File: src/rtl/aes128_inv_key_schedule.sv
// ---------------------------------------------------------------------------
// aes128_inv_key_schedule
//
// Iterative AES-128 inverse key schedule. A round-10 key is accepted in IDLE
// and the round keys are streamed out in descending order (round 10 .. 0),
// one beat per EMIT/CALC pair, over a valid/ready handshake. A single
// SubWord path built from four registered sbox_8bits instances is shared by
// every round step.
//
// Ports:
//   clk           in   1    single clock
//   rst_n         in   1    asynchronous active-low reset
//   key_in        in   128  round-10 key, word 0 in [127:96]
//   key_in_valid  in   1    key_in valid
//   key_in_ready  out  1    idle, a key can be accepted
//   rk_out        out  128  current round key
//   rk_round      out  4    round index of rk_out (10..0)
//   rk_valid      out  1    rk_out valid
//   rk_ready      in   1    consumer accepts rk_out
//   rk_last       out  1    high with the round-0 beat
//   busy          out  1    high from key accept until the round-0 beat
//   abort         in   1    (only with AES_INVKEY_ABORT_EN) drop the stream
//
// Build option: define AES_INVKEY_ABORT_EN to add the abort input.
// ---------------------------------------------------------------------------

// Registered AES forward S-box on one byte (GF(2^8) inverse + affine map).
module sbox_8bits (
    input  logic       clk,
    input  logic       rst_n,
    input  logic [7:0] sbox_in,
    output logic [7:0] sbox_out
);

    logic [7:0] sbox_d;
    logic [7:0] sbox_q;

    function automatic logic [7:0] gf_xtime(input logic [7:0] a);
        return {a[6:0], 1'b0} ^ (a[7] ? 8'h1b : 8'h00);
    endfunction

    function automatic logic [7:0] gf_mul(input logic [7:0] a, input logic [7:0] b);
        logic [7:0] p;
        logic [7:0] t;
        p = 8'h00;
        t = a;
        for (int i = 0; i < 8; i++) begin
            if (b[i]) begin
                p = p ^ t;
            end else begin
                p = p;
            end
            t = gf_xtime(t);
        end
        return p;
    endfunction

    // x^254 is the multiplicative inverse (and maps 0 to 0); it is built as
    // the product x^2 * x^4 * ... * x^128.
    function automatic logic [7:0] sbox_byte(input logic [7:0] x);
        logic [7:0] sq;
        logic [7:0] inv;
        sq  = x;
        inv = 8'h01;
        for (int i = 1; i < 8; i++) begin
            sq  = gf_mul(sq, sq);
            inv = gf_mul(inv, sq);
        end
        return inv ^ {inv[6:0], inv[7]} ^ {inv[5:0], inv[7:6]}
                   ^ {inv[4:0], inv[7:5]} ^ {inv[3:0], inv[7:4]} ^ 8'h63;
    endfunction

    // Combinational substitution of the incoming byte.
    always_comb begin
        sbox_d = sbox_byte(sbox_in);
    end

    // Output register of the S-box.
    always_ff @(posedge clk or negedge rst_n) begin
        if (!rst_n) begin
            sbox_q <= 8'h00;
        end else begin
            sbox_q <= sbox_d;
        end
    end

    assign sbox_out = sbox_q;

endmodule

module aes128_inv_key_schedule (
    input  logic         clk,
    input  logic         rst_n,
    input  logic [127:0] key_in,
    input  logic         key_in_valid,
    output logic         key_in_ready,
    output logic [127:0] rk_out,
    output logic [3:0]   rk_round,
    output logic         rk_valid,
    input  logic         rk_ready,
    output logic         rk_last,
    output logic         busy
`ifdef AES_INVKEY_ABORT_EN
    ,
    input  logic         abort
`endif
);

    typedef enum logic [1:0] {
        ST_IDLE = 2'd0,
        ST_EMIT = 2'd1,
        ST_CALC = 2'd2
    } state_t;

    state_t       state_q;
    state_t       state_d;
    logic [127:0] cur_q;
    logic [127:0] cur_d;
    logic [3:0]   rnd_q;
    logic [3:0]   rnd_d;
    logic         key_in_ready_q;
    logic         key_in_ready_d;
    logic         rk_valid_q;
    logic         rk_valid_d;
    logic         rk_last_q;
    logic         rk_last_d;
    logic         busy_q;
    logic         busy_d;
    logic         abort_s;

    logic [31:0]  prev_w0_s;
    logic [31:0]  prev_w1_s;
    logic [31:0]  prev_w2_s;
    logic [31:0]  prev_w3_s;
    logic [31:0]  rot_w3_s;
    logic [31:0]  sub_w3_s;
    logic [127:0] prev_key_s;

`ifdef AES_INVKEY_ABORT_EN
    assign abort_s = abort;
`else
    assign abort_s = 1'b0;
`endif

    function automatic logic [7:0] rcon_byte(input logic [3:0] r);
        logic [7:0] rc;
        case (r)
            4'd1:    rc = 8'h01;
            4'd2:    rc = 8'h02;
            4'd3:    rc = 8'h04;
            4'd4:    rc = 8'h08;
            4'd5:    rc = 8'h10;
            4'd6:    rc = 8'h20;
            4'd7:    rc = 8'h40;
            4'd8:    rc = 8'h80;
            4'd9:    rc = 8'h1b;
            4'd10:   rc = 8'h36;
            default: rc = 8'h00;
        endcase
        return rc;
    endfunction

    // cur = {w4, w5, w6, w7}; the previous key's w3 feeds the S-box in every
    // state so the registered SubWord result is ready when CALC arrives.
    assign prev_w3_s = cur_q[31:0] ^ cur_q[63:32];
    assign rot_w3_s  = {prev_w3_s[23:0], prev_w3_s[31:24]};

    genvar gi;
    generate
        for (gi = 0; gi < 4; gi++) begin : g_sbox
            sbox_8bits u_sbox (
                .clk      (clk),
                .rst_n    (rst_n),
                .sbox_in  (rot_w3_s[8*gi +: 8]),
                .sbox_out (sub_w3_s[8*gi +: 8])
            );
        end
    endgenerate

    assign prev_w2_s  = cur_q[63:32] ^ cur_q[95:64];
    assign prev_w1_s  = cur_q[95:64] ^ cur_q[127:96];
    assign prev_w0_s  = cur_q[127:96] ^ sub_w3_s ^ {rcon_byte(rnd_q), 24'h000000};
    assign prev_key_s = {prev_w0_s, prev_w1_s, prev_w2_s, prev_w3_s};

    // Next-state, key register and registered-output decode.
    always_comb begin
        state_d = state_q;
        cur_d   = cur_q;
        rnd_d   = rnd_q;
        case (state_q)
            ST_IDLE: begin
                if (key_in_valid) begin
                    cur_d   = key_in;
                    rnd_d   = 4'd10;
                    state_d = ST_EMIT;
                end else begin
                    state_d = ST_IDLE;
                end
            end
            ST_EMIT: begin
                // Abort takes priority: a simultaneous handshake is dropped.
                if (abort_s) begin
                    state_d = ST_IDLE;
                end else if (rk_ready) begin
                    if (rnd_q == 4'd0) begin
                        state_d = ST_IDLE;
                    end else begin
                        state_d = ST_CALC;
                    end
                end else begin
                    state_d = ST_EMIT;
                end
            end
            ST_CALC: begin
                if (abort_s) begin
                    state_d = ST_IDLE;
                end else begin
                    cur_d   = prev_key_s;
                    rnd_d   = rnd_q - 4'd1;
                    state_d = ST_EMIT;
                end
            end
            default: begin
                state_d = ST_IDLE;
            end
        endcase
        key_in_ready_d = (state_d == ST_IDLE);
        rk_valid_d     = (state_d == ST_EMIT);
        rk_last_d      = (state_d == ST_EMIT) && (rnd_d == 4'd0);
        busy_d         = (state_d != ST_IDLE);
    end

    // State, key and output registers.
    always_ff @(posedge clk or negedge rst_n) begin
        if (!rst_n) begin
            state_q        <= ST_IDLE;
            cur_q          <= 128'h0;
            rnd_q          <= 4'd0;
            key_in_ready_q <= 1'b1;
            rk_valid_q     <= 1'b0;
            rk_last_q      <= 1'b0;
            busy_q         <= 1'b0;
        end else begin
            state_q        <= state_d;
            cur_q          <= cur_d;
            rnd_q          <= rnd_d;
            key_in_ready_q <= key_in_ready_d;
            rk_valid_q     <= rk_valid_d;
            rk_last_q      <= rk_last_d;
            busy_q         <= busy_d;
        end
    end

    assign key_in_ready = key_in_ready_q;
    assign rk_out       = cur_q;
    assign rk_round     = rnd_q;
    assign rk_valid     = rk_valid_q;
    assign rk_last      = rk_last_q;
    assign busy         = busy_q;

endmodule

File: config.mk
export PLATFORM = sky130hd
export DESIGN_NAME = aes128_inv_key_schedule
export DESIGN_NICKNAME = d
export VERILOG_FILES = /design/src/rtl/aes128_inv_key_schedule.sv
export SDC_FILE = /design/constraint.sdc
export NUM_CORES = 2
export LEC_CHECK = 0
export CELL_PAD_IN_SITES_DETAIL_PLACEMENT = 1
export CELL_PAD_IN_SITES_GLOBAL_PLACEMENT = 2
export CORE_MARGIN = 5
export CORE_UTILIZATION = 38
export DETAILED_ROUTE_END_ITERATION = 8
export PLACE_DENSITY_LB_ADDON = 0.15
export SYNTH_ARGS = -nofsm -noshare
export SYNTH_HDL_FRONTEND = slang
export SYNTH_SLANG_ARGS = --single-unit
export TNS_END_PERCENT = 30
File: constraint.sdc
create_clock -name clk -period 21.7 [get_ports clk]
set_input_delay 5.425 -clock clk [delete_from_list [all_inputs] [get_ports clk]]
set_output_delay 5.425 -clock clk [all_outputs]
set_load 0.05 [all_outputs]
Yosys cells after proc, flatten, opt, wreduce, memory -nomap -nowiden

Memory sizes are Yosys's and may differ from the RTL's.
Index checks and enable logic that the tools add are counted.

Multiplexer cells: 820
Eq/ne operators: 4
Divide/modulo/power cells: 0
Multipliers: 0
Order comparisons: 0
Bitwise gates (word level): 781
Reductions and logical operators: 8
$add $sub $neg: 1
Shift-type cells: 0

Operators with widths:

| kind                  | count |
|---|---|
| $xor A8 B8 Y8         | 744 |
| $mux W8               | 420 |
| $mux W5               | 368 |
| $pmux W128 S2         | 1 |
| $xor A32 B32 Y32      | 5 |
| $mux W128             | 1 |
| $mux W7               | 4 |
| $not A1 Y1 const A    | 28 |
| $mux W6               | 4 |
| $mux W4               | 5 |
| $not A4 Y4            | 4 |
| $mux W2               | 6 |
| $mux W3               | 4 |
| $logic_not A4 Y1      | 2 |
| $pmux W4 S2           | 1 |
| $pmux W2 S3           | 1 |
| $mux W1               | 5 |
| $eq A2 B1 Y1 const B  | 2 |
| $logic_not A2 Y1      | 2 |
| $reduce_bool A2 Y1    | 2 |
| $sub A4 B1 Y4 const B | 1 |
| $eq A2 B2 Y1 const B  | 1 |
| $ne A2 B2 Y1 const B  | 1 |
| $reduce_and A2 Y1     | 1 |
| $logic_and A1 B1 Y1   | 1 |

Bits in writable memories: 0
Memory bits (read-only): 128
Latch bits: 0
Input bits: 132
Register bits: 170
Word-level logic and storage cells: 1626
Memories: 1
Output and inout bits: 136

Memory list:

| name             | depth | bits a word | rd ports | clocked after Yosys merged registers in | write ports | line | source |
|---|---|---|---|---|---|---|---|
| (name not given) | 16    | 8           | 1        | 0                                       | 0           | 147  | `case (r)` |

Logic depth before layout (Yosys ltp)

Depth in word-level cells: 133
Depth in mapped cells: 71
Depth with buffers taken out: 62

Modules after synthesis

A second synthesis with hierarchy kept.

Cells, all modules: 8323
Area, all modules: 65775.6 µm²

By module, submodules not included:

| module                  | sequential area each (µm²) | instances | area an instance (µm²) | cells an instance |
|---|---|---|---|---|
| sbox_8bits              | 200.2                      | 4         | 14541.4                | 1872 |
| aes128_inv_key_schedule | 3454.6                     | 1         | 7609.8                 | 835 |

Worst setup path after synthesis

No wires, ideal clock.

Kind: flip-flop to flip-flop
Start point: reg cur_q[15] (netlist: rk_out[15])
End point: reg g_sbox[2].u_sbox.sbox_q[4]
Buffers on the path: 9
Arrival time: 16502 ps
Data required time: 21575 ps
Period minus slack after synthesis: 16627 ps
Path slack: 5073 ps
Library setup time: 125 ps
Stages on the path, launching flop included: 67
Cells stage by stage: dfrtp_1 -> buf_2 -> xnor2_2 -> inv_2 -> ha_1 -> nand2_1 -> xor2_1 -> inv_2 -> clkbuf_1 -> clkbuf_1 -> ha_1 -> clkbuf_1 -> xnor2_1 -> a21oi_1 -> xor2_1 -> inv_2 -> ha_1 -> nand2_1 -> (+31 left out) -> and3_1 -> or4b_1 -> a32oi_1 -> xor2_1 -> nor2_1 -> xnor3_1 -> buf_4 -> xnor2_4 -> xor2_2 -> xor2_1 -> nor2b_1 -> xnor3_1 -> xnor2_2 -> xor2_1 -> xnor2_1 -> xor2_1 -> xnor2_1 -> xnor2_1

Cells in the longest elaborated chain, start to end: 129
Elaborated cells on any way between the ends: 386
Classes of those cells: 199 x mux; 187 x bitwise

RTL lines:

| element                                         | line   | source |
|---|---|---|
| from (decl)                                     | 117    | `logic [127:0] cur_q;` |
| from (signal assigned)                          | 245    | `cur_q <= cur_d;` |
| $xor A32 B32 Y32 (*)                            | 165    | `assign prev_w3_s = cur_q[31:0] ^ cur_q[63:32];` |
| $mux W5 / $mux W8 (equally long branches)       | 39, 48 |  |
| $xor A8 B8 Y8 (on tied branches)                | 39, 49 |  |
| $xor A8 B8 Y8 / $mux W8 (equally long branches) | 49, 48 |  |
| $mux W8 / $xor A8 B8 Y8 (equally long branches) | 48, 49 |  |
| $xor A8 B8 Y8 / $mux W8 (equally long branches) | 49, 48 |  |
| $mux W8 / $xor A8 B8 Y8 (equally long branches) | 48, 49 |  |
| $xor A8 B8 Y8 / $mux W8 (equally long branches) | 49, 48 |  |
| (+113 left out)                                 | --     |  |
| $xor A8 B8 Y8                                   | 49     | `p = p ^ t;` |
| $mux W8                                         | 48     | `if (b[i]) begin` |
| $xor A8 B8 Y8                                   | 49     |  |
| $mux W8 (*)                                     | 48     |  |
| $xor A8 B8 Y8 (2 in series)                     | 69     | `return inv ^ {inv[6:0], inv[7]} ^ {inv[5:0], inv[7:6]}` |
| $xor A8 B8 Y8                                   | 70     | `^ {inv[4:0], inv[7:5]} ^ {inv[3:0], inv[7:4]} ^ 8'h63;` |
| $xor A8 B8 Y8 (*)                               | 70     |  |
| named net g_sbox[2].u_sbox.sbox_d[4]            | 35     | `logic [7:0] sbox_d;` |
| to (signal assigned)                            | 83     | `sbox_q <= sbox_d;` |
| to (decl)                                       | 36     | `logic [7:0] sbox_q;` |

The timed path passes the listed nets; every way through them passes the cells marked *.
A chain may end at the register's enable or synchronous reset.

Final worst setup path

Start point: reg cur_q[63] (netlist: rk_out[63])
End point: reg g_sbox[0].u_sbox.sbox_q[7]

Cells in the longest elaborated chain, start to end: 129
Elaborated cells on any way between the ends: 386
Classes of those cells: 199 x mux; 187 x bitwise

RTL lines:

| element                              | line | source |
|---|---|---|
| $xor A32 B32 Y32 (*)                 | 165  |  |
| $mux W5                              | 39   | `return {a[6:0], 1'b0} ^ (a[7] ? 8'h1b : 8'h00);` |
| $xor A8 B8 Y8                        | 39   |  |
| $xor A8 B8 Y8                        | 49   |  |
| $mux W8                              | 48   |  |
| $xor A8 B8 Y8                        | 49   |  |
| $mux W8                              | 48   |  |
| $xor A8 B8 Y8                        | 49   |  |
| (+113 left out)                      | --   |  |
| $xor A8 B8 Y8                        | 49   |  |
| $mux W8                              | 48   |  |
| $xor A8 B8 Y8                        | 49   |  |
| $mux W8 (*)                          | 48   |  |
| $xor A8 B8 Y8 (2 in series)          | 69   |  |
| $xor A8 B8 Y8                        | 70   |  |
| $xor A8 B8 Y8 (*)                    | 70   |  |
| named net g_sbox[0].u_sbox.sbox_d[7] | 35   |  |
| to (signal assigned)                 | 83   |  |
| to (decl)                            | 36   |  |

Marks and branches as above.

==> reports/qor.csv <==
metric,value,unit
Placer Congestion,0.890,
worst-margin pin slew,1.28,ns
Pins Over Slew Limit,0,
Netlist cell types,119,
iteration count of the initial detailed-routing pass,7,
Skew-Pair Late Insertion Delay,0.55,ns
top routing layer used,met4,
clock tree buffer depth,2,
final setup violation count,0,
Hold Buf Count CTS,0,
largest area contributor in the netlist,xnor2_1,
length of routed met2 wiring,123000,um
GR Overflow Total,0,
WL/cell,22.6,um
worst reg2reg setup slack,1.59,ns
fillcell total,21400,
full die area,182000,sq um
cell mode on critical path,xnor2_1,
first-pass GRT wire length,391000,um
Die Wd,427,um
slew margin rel.,14.3,%
CP endpoint kind,register,
# rows,153,
Via Count,64700,
CTS tree,done,
drt total wl,252000,um
Starting DRT DRC Count,3820,
max frequency,49.7,MHz
clk sink count,170,
WL met1,113000,um
Final min period,20.11,ns
setup TNS,0,ns
"Primary FF master, synth",dfrtp_1,
Layout Area Growth over Synthesis,9.54,%
CP Data Arrival Time,20.51,ns
Ys Warns,0,
Hold/Removal Path Class,reg2reg,
crit-path max FO,20,
HPWL Detailed,186000,um
R2R Path Start,rk_out[63]$_DFFE_PN0P_,
Post-synth EDFFs,0,
layout cells sized above 1,8.14,%
ANT nets after route,0,
status,finished clean,
max-cap viol count,0,
Total Routing Usage GR,26.5,%
I/O pin cnt,268,
layout net count,8991,
Root Driver,clkbuf_16,
Core Box Area,173000,sq um
Buffers on Ports,267,
Final Hold Fails,0,
Yosys reg bits,170,
post-CTS resize count,0,
CP max stage delay,0.76,ns
worst setup path start,rk_out[63]$_DFFE_PN0P_,
met3 WL,6070,um
Async SR Flop Fraction,100,%
CP required,22.11,ns
cell count after synthesis,8851,
unrepaired setup endpoints after global routing,false,
multi-input logic area,59200,sq um
vias in the first global route,65400,
synthesized area per cell,7.46,sq um
FF/Latch Area,4260,sq um
CP max stage cell,xnor2_2,
die height,427,um
total CTS buffers,17,
"top cells by area, synth","xnor2_1 22%, xnor3_1 10%, nor2_1 6.7%",
largest net degree at the start of global routing,99,
fin crit share,92.7,%
Worst setup endpoint,g_sbox[0].u_sbox.sbox_out[7]$_DFF_PN0_,
Worst-path clk slew,0.10,ns
Setup Buffers After CTS,0,
R2R depth,58,
initial core utilization,38.1,%
# H-tree levels,4,
Crit Path Category,reg2reg,
Startpoint Class,register,
sequential share of the synthesized area,6.44,%
via-per-instance ratio,5.79,
initial antenna violation count,9,
Critical R2R Capture,g_sbox[0].u_sbox.sbox_out[7]$_DFF_PN0_,
top cell type's share of synthesized area,21.7,%
clock skew,0.0219,ns
Mapped Area,66000,sq um
syn nets,9017,
DRC Markers,0,
[registers in the layout, summed over array words and instances (netlist names)]
name,cells
rk_valid,1
g_sbox.u_sbox.sbox_out,32
busy,1
key_in_ready,1
rk_last,1
state_q,2
rk_round,4
rk_out,128
[cells by family after synthesis]
| group | share of synthesized area [%] |
|---|---|
| and+or+nand+nor | 19.7 |
| DFF | 6.44 |
| muxes | 4.16 |
| buffers and inverters | 4.66 |
| adders and majority gates | 0.644 |
| xor gates and xnor gates | 43.9 |
| AOI/OAI and AO/OA | 20.5 |
[worst min-delay path by stage]
stage / startpoint / end / depth (start not counted) / slack (ns)
floorplan: g_sbox[0].u_sbox.sbox_out[4]$_DFF_PN0_ / rk_out[100]$_DFFE_PN0P_ / 3 / 0.52
global placement: g_sbox[0].u_sbox.sbox_out[5]$_DFF_PN0_ / rk_out[101]$_DFFE_PN0P_ / 3 / 0.54
detailed placement: g_sbox[0].u_sbox.sbox_out[5]$_DFF_PN0_ / rk_out[101]$_DFFE_PN0P_ / 3 / 0.56
CTS: g_sbox[0].u_sbox.sbox_out[5]$_DFF_PN0_ / rk_out[101]$_DFFE_PN0P_ / 3 / 0.54
global route: g_sbox[0].u_sbox.sbox_out[5]$_DFF_PN0_ / rk_out[101]$_DFFE_PN0P_ / 3 / 0.60
finish: g_sbox[0].u_sbox.sbox_out[5]$_DFF_PN0_ / rk_out[101]$_DFFE_PN0P_ / 3 / 0.53
[per-stage QoR]
stage / cells / area [sq um] / setup WS [ns] / hold WS (ns) / util [%]
finish: 11200 / 72300 / 1.59 / 0.534 / 41.7
global route: 11200 / 72300 / 0.338 / 0.604 / 41.7
CTS: 11200 / 72300 / 1.55 / 0.545 / 41.7
detailed placement: 11100 / 71700 / 1.53 / 0.557 / 41.3
global placement: 11100 / 71700 / 1.92 / 0.539 / 41.3
floorplan: 8851 / 66000 / 5.07 / 0.517 / -
[routing by layer]
layer	global-route usage [%]	vias up
li1	-	30800
met2	46.1	1092
met5	0	-
met4	10.9	0
met1	34.6	32600
met3	1.18	241
[cells in the final DEF, fill, tap and decap left out, types with 124 or more instances in the layout]
cell type,count
a21oi_1,587
buf_4,298
clkdlybuf4s50_1,265
dfrtp_1,167
mux2i_1,217
nand2_1,855
nand3_1,256
nor2_1,1170
nor3_1,227
o21ai_0,467
o22a_1,124
o22ai_1,250
xnor2_1,1589
xnor2_2,148
xnor3_1,297
xor2_1,418
[synthesized netlist by cell type, types with 61 or more instances]
cell and count:
xnor2_1 1639, nor2_1 1171, nand2_1 856, a21oi_1 587, o21ai_0 467, xor2_1 428
clkbuf_1 415, xnor3_1 297, nand3_1 256, o22ai_1 250, nor3_1 227, mux2i_1 217
dfrtp_1 169, o22a_1 124, buf_2 104, xnor2_2 98, a211oi_1 86, inv_1 75
nor2b_1 75, a31oi_1 64, nand2b_1 62, a22oi_1 61
[critical path, delay by kind of cell, from the launching register on]
kind	cells	cell delay, ns
xor+xnor	29	11.00
simple gates	12	2.54
buf+inv	6	1.78
fa+ha+maj	4	1.59
mux	2	1.28
compound gates	5	1.21
flops	1	0.54
[layout make-up]
cell class / instances / share of cell area, %
Sequential cell: 170 / 5.89
Inverter: 111 / 0.586
Antenna cell: 11 / 0.0381
Tap cell: 2325 / 4.02
Clock inverter: 14 / 0.247
Timing Repair Buffer: 565 / 6.80
Clock buffer: 18 / 0.607
Multi-Input combinational cell: 7960 / 81.8
Power is not shown: default switching activity piles up to over one toggle a cycle in this logic, so the estimate is an artifact.
